**src/rtl/gpfc_pkg.sv**
```systemverilog
// Shared GPFC definitions: pause-state encoding and the pause message special values.
// Used by both the pause controller and the congestion monitor.
package gpfc_pkg;

    typedef enum logic [1:0] {
        IDLE      = 2'd0,
        PAUSE_LOW = 2'd1,
        PAUSE_ALL = 2'd2
    } gpfc_state_e;

    localparam int unsigned PAUSE_RANK_ALL    = 0;
    localparam int unsigned PAUSE_TIME_RESUME = 0;

endpackage

```
**src/rtl/gpfc_pause_timer.sv**
```systemverilog
// Quanta countdown: a prescaler of QUANTA_CYCLES cycles per quantum plus a remaining-quanta counter.
// expire_c pulses in the last cycle of the last quantum unless a load or clear overrides it.
module gpfc_pause_timer
    import gpfc_pkg::*;
#(
    parameter int unsigned TIME_WIDTH    = 16,
    parameter int unsigned QUANTA_CYCLES = 512
) (
    input  logic                  clk,
    input  logic                  rstn,
    input  logic                  load,
    input  logic [TIME_WIDTH-1:0] load_value,
    input  logic                  clear,
    output logic                  expire_c,
    output logic [TIME_WIDTH-1:0] remaining
);

    localparam int unsigned PRE_WIDTH = (QUANTA_CYCLES > 1) ? $clog2(QUANTA_CYCLES) : 1;
    localparam logic [PRE_WIDTH-1:0] PRE_RELOAD = PRE_WIDTH'(QUANTA_CYCLES - 1);

    logic [PRE_WIDTH-1:0] prescaler;
    logic                 running;
    logic                 quantum_end;

    assign running     = (remaining != '0);
    assign quantum_end = running && (prescaler == '0);
    assign expire_c    = quantum_end && (remaining == TIME_WIDTH'(1)) && !load && !clear;

    always_ff @(posedge clk) begin
        if (!rstn) begin
            prescaler <= '0;
            remaining <= '0;
        end else if (load) begin
            prescaler <= PRE_RELOAD;
            remaining <= load_value;
        end else if (clear) begin
            prescaler <= '0;
            remaining <= '0;
        end else if (running) begin
            if (prescaler != '0) begin
                prescaler <= prescaler - PRE_WIDTH'(1);
            end else if (remaining == TIME_WIDTH'(1)) begin
                remaining <= '0;
            end else begin
                remaining <= remaining - TIME_WIDTH'(1);
                prescaler <= PRE_RELOAD;
            end
        end
    end

endmodule

```
**src/rtl/gpfc_pause_controller.sv**
```systemverilog
// Receive-side GPFC pause controller: tracks peer pause messages and gates PIFO dequeue by rank.
// Define GPFC_PAUSE_STATS_EN to add saturating pause-event and blocked-cycle counters.
module gpfc_pause_controller
    import gpfc_pkg::*;
#(
    parameter int unsigned PAUSE_RANK_WIDTH = 16,
    parameter int unsigned PAUSE_TIME_WIDTH = 16,
    parameter int unsigned QUANTA_CYCLES    = 512
`ifdef GPFC_PAUSE_STATS_EN
    ,
    parameter int unsigned STAT_WIDTH       = 32
`endif
) (
    input  logic                        clk,
    input  logic                        rstn,
    input  logic                        s_axis_valid,
    input  logic [PAUSE_RANK_WIDTH-1:0] s_axis_pause_rank,
    input  logic [PAUSE_TIME_WIDTH-1:0] s_axis_pause_time,
    input  logic                        s_deq_valid,
    input  logic [PAUSE_RANK_WIDTH-1:0] s_deq_rank,
    output logic                        m_deq_ready,
    output logic                        m_paused,
    output logic                        m_pause_all,
    output logic [PAUSE_RANK_WIDTH-1:0] m_rank_threshold,
    output logic [PAUSE_TIME_WIDTH-1:0] m_remaining
`ifdef GPFC_PAUSE_STATS_EN
    ,
    output logic [STAT_WIDTH-1:0]       m_stat_pause_events,
    output logic [STAT_WIDTH-1:0]       m_stat_blocked_cycles
`endif
);

    gpfc_state_e state_q;
    gpfc_state_e state_d;
    logic        msg_pause;
    logic        msg_resume;
    logic        timer_expire;

    assign msg_pause  = s_axis_valid && (s_axis_pause_time != PAUSE_TIME_WIDTH'(PAUSE_TIME_RESUME));
    assign msg_resume = s_axis_valid && (s_axis_pause_time == PAUSE_TIME_WIDTH'(PAUSE_TIME_RESUME));

    gpfc_pause_timer #(
        .TIME_WIDTH    (PAUSE_TIME_WIDTH),
        .QUANTA_CYCLES (QUANTA_CYCLES)
    ) u_timer (
        .clk        (clk),
        .rstn       (rstn),
        .load       (msg_pause),
        .load_value (s_axis_pause_time),
        .clear      (msg_resume),
        .expire_c   (timer_expire),
        .remaining  (m_remaining)
    );

    // State register with the registered status outputs derived from the next state
    always_ff @(posedge clk) begin
        if (!rstn) begin
            state_q          <= IDLE;
            m_paused         <= 1'b0;
            m_pause_all      <= 1'b0;
            m_rank_threshold <= '0;
        end else begin
            state_q     <= state_d;
            m_paused    <= (state_d != IDLE);
            m_pause_all <= (state_d == PAUSE_ALL);
            if (msg_pause) begin
                m_rank_threshold <= s_axis_pause_rank;
            end else if (msg_resume || timer_expire) begin
                m_rank_threshold <= '0;
            end
        end
    end

    // Next state: a message always wins over a same-cycle timer expiry
    always_comb begin
        state_d = state_q;
        if (msg_pause) begin
            state_d = (s_axis_pause_rank == PAUSE_RANK_WIDTH'(PAUSE_RANK_ALL)) ? PAUSE_ALL : PAUSE_LOW;
        end else if (msg_resume || timer_expire) begin
            state_d = IDLE;
        end
    end

    // Dequeue gating, zero latency from s_deq_rank
    always_comb begin
        m_deq_ready = 1'b1;
        case (state_q)
            IDLE:      m_deq_ready = 1'b1;
            PAUSE_LOW: m_deq_ready = (s_deq_rank < m_rank_threshold);
            PAUSE_ALL: m_deq_ready = 1'b0;
            default:   m_deq_ready = 1'b1;
        endcase
    end

`ifdef GPFC_PAUSE_STATS_EN
    always_ff @(posedge clk) begin
        if (!rstn) begin
            m_stat_pause_events   <= '0;
            m_stat_blocked_cycles <= '0;
        end else begin
            if (msg_pause && (m_stat_pause_events != '1)) begin
                m_stat_pause_events <= m_stat_pause_events + STAT_WIDTH'(1);
            end
            if (s_deq_valid && !m_deq_ready && (m_stat_blocked_cycles != '1)) begin
                m_stat_blocked_cycles <= m_stat_blocked_cycles + STAT_WIDTH'(1);
            end
        end
    end
`else
    logic unused_deq_valid;
    assign unused_deq_valid = s_deq_valid;
`endif

endmodule

```
**config.mk**
```make
export PLATFORM = sky130hd
export DESIGN_NAME = gpfc_pause_controller
export DESIGN_NICKNAME = d
export VERILOG_FILES = /design/src/rtl/gpfc_pkg.sv /design/src/rtl/gpfc_pause_timer.sv /design/src/rtl/gpfc_pause_controller.sv
export SDC_FILE = /design/constraint.sdc
export NUM_CORES = 1
export LEC_CHECK = 0
export BUFFER_PORTS_ARGS = -buffer_cell sky130_fd_sc_hd__buf_2
export CORE_ASPECT_RATIO = 1.2
export CORE_MARGIN = 3
export CORE_UTILIZATION = 55
export CTS_CLUSTER_SIZE = 40
export DETAILED_ROUTE_END_ITERATION = 8
export HOLD_SLACK_MARGIN = 0.08
export PLACE_DENSITY = 0.84
export SYNTH_ARGS = -nofsm -noshare
export SYNTH_HDL_FRONTEND = slang
export SYNTH_HIERARCHICAL = 1
export SYNTH_SLANG_ARGS = --single-unit
export TNS_END_PERCENT = 10
```
**constraint.sdc**
```tcl
create_clock -name clk -period 7.45 [get_ports clk]
set_input_delay 1.49 -clock clk [delete_from_list [all_inputs] [get_ports clk]]
set_output_delay 1.49 -clock clk [all_outputs]
set_load 0.02 [all_outputs]
```
# Word-level counts from Yosys, hierarchy flattened

Cells that the tools add are included.

Register bits after elaboration: 45
Output and inout port bits: 35
Input port bits: 52
Memories: 0
Logic and storage cells: 51
Memory bits (read-only): 0
RAM bits: 0
Latch bits: 0

Divide/modulo/power cells: 0
Multiplexer cells: 16
$lt $le $gt $ge: 1
Equal/unequal tests: 6
Multiply operators: 0
Bitwise logic cells: 0
Shift operators: 0
Reductions and logical operators: 20
Add/subtract/negate cells: 2

Operators by type and width:

| operator                                                                 | number |
|---|---|
| 16-bit two-way mux                                                       | 7 |
| 9-bit two-way mux                                                        | 5 |
| 16-bit logical NOT                                                       | 2 |
| 16-bit nonzero test                                                      | 2 |
| 16-bit by 1-bit == test with 1-bit output (second input constant)        | 1 |
| 16-bit less-than comparator                                              | 1 |
| 16-bit by 1-bit subtractor with 16-bit output (second input constant)    | 1 |
| 9-bit logical NOT                                                        | 1 |
| 9-bit nonzero test                                                       | 1 |
| 9-bit by 1-bit subtractor with 9-bit output (second input constant)      | 1 |
| 1-bit logical AND                                                        | 6 |
| 2-bit two-way mux                                                        | 3 |
| 2-bit == test (second input constant)                                    | 2 |
| 4-bit by 2-bit inequality test with 1-bit output (second input constant) | 1 |
| 2-bit AND reduction                                                      | 2 |
| 2-bit nonzero test                                                       | 2 |
| 3-bit by 2-bit inequality test with 1-bit output (second input constant) | 1 |
| 3-bit nonzero test                                                       | 1 |
| 2-bit by 1-bit == test with 1-bit output (second input constant)         | 1 |
| 1-bit logical NOT                                                        | 2 |
| 1-bit one-hot mux with 2 select lines                                    | 1 |
| 1-bit logical OR                                                         | 1 |

# Longest topological paths before layout

Word-level depth: 9
Depth in mapped cells: 13
Depth with buffers taken out: 9

# Hierarchy

Netlist, hierarchy kept.

Modules (own cells, without submodules):

| module                | cells each | seq. area each (um2) | times used | area each (um2) |
|---|---|---|---|---|
| gpfc_pause_timer      | 208        | 500.5                | 1          | 1701.6 |
| gpfc_pause_controller | 135        | 400.4                | 1          | 1203.7 |

# Worst setup path before layout

Ideal clock, no wire load.

Path type: input-to-output
Start point: input s_deq_rank[6]
End point: output m_deq_ready
Required time: 5.960 ns
Arrival: 2.994 ns
Path buffers: 0
Setup slack: 2.966 ns
Stages on the path: 6
Cells stage by stage: ha_1 a21oi_1 nor2b_1 o41ai_1 a21oi_1 o41ai_1

Cells in the longest elaborated chain, start to end: 2

RTL lines:

| item                                  | RTL line                    | RTL |
|---|---|---|
| start, declared                       | gpfc_pause_controller.sv:20 | `input logic [PAUSE_RANK_WIDTH-1:0] s_deq_rank,` |
| 16-bit less-than comparator           | gpfc_pause_controller.sv:89 | `PAUSE_LOW: m_deq_ready = (s_deq_rank < m_rank_threshold);` |
| 1-bit one-hot mux with 2 select lines | gpfc_pause_controller.sv:87 | `case (state_q)` |
| end, declared                         | gpfc_pause_controller.sv:21 | `output logic m_deq_ready,` |

Every way passes these cells.

# Worst setup path after layout

Start point: input s_axis_pause_time[12]
End point: register state_q[0]

Elaborated cells between the ends (all ways): 11
Those cells by class: 2 x mux; 9 x reduce/logical

RTL lines:

| item                 | RTL line                    | RTL |
|---|---|---|
| start, declared      | gpfc_pause_controller.sv:18 | `input logic [PAUSE_TIME_WIDTH-1:0] s_axis_pause_time,` |
| 16-bit logical NOT   | gpfc_pause_controller.sv:40 | `assign msg_resume = s_axis_valid && (s_axis_pause_time == PAUSE_TIME_WIDTH'(PAUSE_TIME_RESUME));` |
| 1-bit logical AND    | gpfc_pause_controller.sv:40 |  |
| net msg_resume       | gpfc_pause_controller.sv:36 | `logic msg_resume;` |
| 1-bit logical NOT    | gpfc_pause_timer.sv:27      | `assign expire_c = quantum_end && (remaining == TIME_WIDTH'(1)) && !load && !clear;` |
| 1-bit logical AND    | gpfc_pause_timer.sv:27      |  |
| net timer_expire     | gpfc_pause_controller.sv:37 | `logic timer_expire;` |
| 1-bit logical OR     | gpfc_pause_controller.sv:79 | `end else if (msg_resume \|\| timer_expire) begin` |
| 2-bit two-way mux    | gpfc_pause_controller.sv:79 |  |
| 2-bit two-way mux    | gpfc_pause_controller.sv:77 | `if (msg_pause) begin` |
| end signal, assigned | gpfc_pause_controller.sv:63 | `state_q <= state_d;` |
| end, declared        | gpfc_pause_controller.sv:33 | `gpfc_state_e state_q;` |

The timed path passes the listed nets, and every way through them passes these cells.
A chain may end at the register's enable or synchronous reset.

==> results.sh <==
export IMPL_outcome="completed"
export IMPL_synth_ff_type="dfxtp_1"
export IMPL_start_util=0.5799
export IMPL_drive_gt1_frac=0.2751
export IMPL_grt_pass1_wl_um=12080
export IMPL_slew_violations=0
export IMPL_finalHoldViolCount=0
export IMPL_yosysSeqAreaShare=0.3101
export IMPL_antenna_found_initial=0
export IMPL_grt_use_met1=0.2972
export IMPL_rsz0062_at_grt="false"
export IMPL_core_area_um2=5010
export IMPL_grtUsageMet3=0.04455
export IMPL_cts_max_level=2
export IMPL_synth_top_area_frac=0.3101
export IMPL_worstMarginPinSlew_ns=1.212
export IMPL_hold_path_class="reg -> reg"
export IMPL_synth_area_leader_cell="dfxtp_1"
export IMPL_ir_worst_vdd_uv=132.6
export IMPL_synth_enable_flop_cells=0
export IMPL_syn_nets=414
export IMPL_grt_max_degree=44
export IMPL_critPathKind="in -> reg"
export IMPL_synth_area_top_cells="dfxtp_1 31%, ha_1 8.2%, a22oi_1 4.9%"
export IMPL_cts_hold_buffers=0
export IMPL_post_dp_hpwl_um=5385
export IMPL_ios=87
export IMPL_drt_iter0_drc=209
export IMPL_cts_tree="built"
export IMPL_fillers=424
export IMPL_syn_inst=343
export IMPL_die_w_um=72.35
export IMPL_antennaDiodeCount=0
export IMPL_synth_cell_types=59
export IMPL_fin_setup_tns_ns=0
export IMPL_seq_area_um2=900.9
export IMPL_first_global_vias=2732
export IMPL_gr_max_usage_layer="met2"
export IMPL_cp_slowest_stage_delay_ns=0.91
export IMPL_areaGrowthSynthToFinish_pct=17.10
export IMPL_fin_cells=478
export IMPL_final_nets=488
export IMPL_clk_pin_slew_ns=0.08
export IMPL_gp_congestion=0.8992
export IMPL_end_kind="register"
export IMPL_cts_resized=0
export IMPL_leakage_uw=0.001442
export IMPL_rows=28
export IMPL_drtPass1Iterations=4
export IMPL_root_buffer="clkbuf_8"
export IMPL_fin_crit_sh=0.5983
export IMPL_post_cts_setup_buffers=0
export IMPL_gr_usage_met2=0.4118
export IMPL_drt_total_wl_um=7361
export IMPL_vias=2997
export IMPL_grt_usage=0.2404
export IMPL_clkSinkCount=45
export IMPL_wl_per_cell_um=15.40
export IMPL_port_buffers=85
export IMPL_overflow=0
export IMPL_crit_chain="buf_2 > nor4_1 > nand4_1 > nor2_1 > nor2_1 > nand2_1 > nor3_1 > nor2_1 > a22oi_1 > nor2b_1"
export IMPL_fp_dieArea_um2=6194
export IMPL_ant_nets=0
export IMPL_finalSetupViolations=0
export IMPL_fin_crit_ns=4.457
export IMPL_post_place_cells=470
export IMPL_synth_seq_cells=45
export IMPL_clock_skew_ns=0.006547
export IMPL_max_slew_margin=0.1892
export IMPL_powerDensity_nw_per_um2=196.5
export IMPL_die_y_um=85.62
export IMPL_cp_data_required_time_ns=7.68
export IMPL_numCtsBuffers=5
export IMPL_cp_common_cell="nor2_1"
export IMPL_cap_violations=0
export IMPL_avgSynthCellArea_um2=8.470
export IMPL_crit_path_top_delay_cell="nor2_1"
export IMPL_crit_path_max_fanout=20
export IMPL_netlist_area_um2=2905
export IMPL_post_route_drc_count=0
export IMPL_synthArstFlopShare=0
export IMPL_cts_path_max_buffers=2
export IMPL_start_kind="input port"
export IMPL_multi_input_area_um2=1790
export IMPL_clk_latency_ns=0.30
export IMPL_max_freq_ghz=0.2244
export IMPL_arrival_ns=4.69
export IMPL_vias_per_cell=6.270
export IMPL_yosysWarnings=6
==> sequential cells by signal, indices dropped and copies added, names as in the netlist <==
| register | count |
|---|---|
| m_pause_all | 1 |
| m_paused | 1 |
| m_rank_threshold | 16 |
| state_q | 2 |
| u_timer/prescaler | 9 |
| u_timer/remaining | 16 |
==> critical path, delay by kind of cell <==
family	cells	cell delay (ns)
AO/OA/AOI/OAI	1	0.22
buffers and inverters	1	0.11
AND/OR/NAND/NOR	8	2.86
==> where the power goes <==
part	total [µW]	switching [µW]	internal, µW
sequential	286	26.1	260
combinational	191	108	82.1
clock	192	83.0	109
total	668	217	451
==> worst paths after layout <==
kind / start / to / slack, ns / cells after the start
setup reg to reg: u_timer/remaining[0] / u_timer/remaining[0] / 4.96 / 7
hold / removal: u_timer/prescaler[8] / u_timer/prescaler[8] / 0.51 / 2
hold reg to reg: u_timer/prescaler[8] / u_timer/prescaler[8] / 0.51 / 2
setup / recovery: s_axis_pause_time[12] / state_q[0] / 2.99 / 10
==> synth_stat cells (2+ instances only) <==
| master | n |
|---|---|
| dfxtp_1 | 45 |
| a21oi_1 | 26 |
| nand2_1 | 25 |
| nor2_1 | 23 |
| inv_1 | 22 |
| nor2b_1 | 20 |
| a22oi_1 | 19 |
| ha_1 | 19 |
| nor4_1 | 14 |
| nor3_1 | 10 |
| o21ai_0 | 10 |
| o32ai_1 | 9 |
| clkbuf_1 | 8 |
| nand4_1 | 7 |
| a32oi_1 | 6 |
| buf_6 | 5 |
| o21a_1 | 5 |
| and2_1 | 4 |
| xor2_1 | 4 |
| a221oi_1 | 3 |
| buf_2 | 3 |
| nand3_1 | 3 |
| nor3b_1 | 3 |
| o221a_2 | 3 |
| o41ai_1 | 3 |
| xnor2_1 | 3 |
| a211oi_1 | 2 |
| a221oi_2 | 2 |
| and4_2 | 2 |
| buf_4 | 2 |
| nor4_2 | 2 |
| o211ai_1 | 2 |
| or4_1 | 2 |
| or4_4 | 2 |
==> cell type report <==
| type | count | area share |
|---|---|---|
| Timing Repair Buffer | 86 | 0.1273 |
| Multi-Input combinational cell | 257 | 0.5263 |
| Sequential cell | 45 | 0.2648 |
| Inverter | 22 | 0.02427 |
| Clock buffer | 6 | 0.02427 |
| Tap cell | 60 | 0.02207 |
| Clock inverter | 2 | 0.01103 |
==> placed cells by master, fill, tap and decap left out, types with 3 or more instances in the layout <==
| cell | Yosys | final |
|---|---|---|
| o21a_1 | 5 | 5 |
| nand3_1 | 3 | 3 |
| a221oi_1 | 3 | 3 |
| o32ai_1 | 9 | 9 |
| nor2b_1 | 20 | 20 |
| and2_1 | 4 | 4 |
| o221a_2 | 3 | 3 |
| o41ai_1 | 3 | 3 |
| nor3b_1 | 3 | 3 |
| dfxtp_1 | 45 | 45 |
| xor2_1 | 4 | 4 |
| nand2_1 | 25 | 25 |
| nor3_1 | 10 | 10 |
| inv_1 | 22 | 22 |
| buf_2 | 3 | 85 |
| nor4_1 | 14 | 14 |
| a22oi_1 | 19 | 19 |
| xnor2_1 | 3 | 3 |
| nor2_1 | 23 | 23 |
| a32oi_1 | 6 | 6 |
| a21oi_1 | 26 | 26 |
| ha_1 | 19 | 19 |
| nand4_1 | 7 | 7 |
| clkbuf_8 | 0 | 6 |
| o21ai_0 | 10 | 10 |
==> kinds of logic after synthesis <==
group                      after synthesis  synth area share
AOI/OAI and AO/OA                      104            0.2614
xor gates and xnor gates                 7           0.02110
adders and majority gates               19           0.08183
buffers and inverters                   41           0.07364
DFF                                     45            0.3101
and+or+nand+nor                        127            0.2519
==> metal layers <==
layer,wire (µm),vias up
li1,-,1452
met1,3034,1376
met2,3525,159
met3,680,10
met4,120,0
met5,0,-
==> stage by stage <==
stage                     worst slack, ns  power [µW]  area [µm²]  hold slack [ns]    util
final                               2.993       668.4        3402           0.5123  0.6791
after global routing                2.716       709.0        3402           0.5403  0.6791
after CTS                           3.035       672.1        3402           0.5145  0.6791
after detailed placement            2.733       479.1        3282           0.5026  0.6551
after global placement              2.801       473.4        3282           0.4926  0.6551
after floorplan                     2.966       426.3        2905           0.4749       -
(Power assumes the default switching activity.)
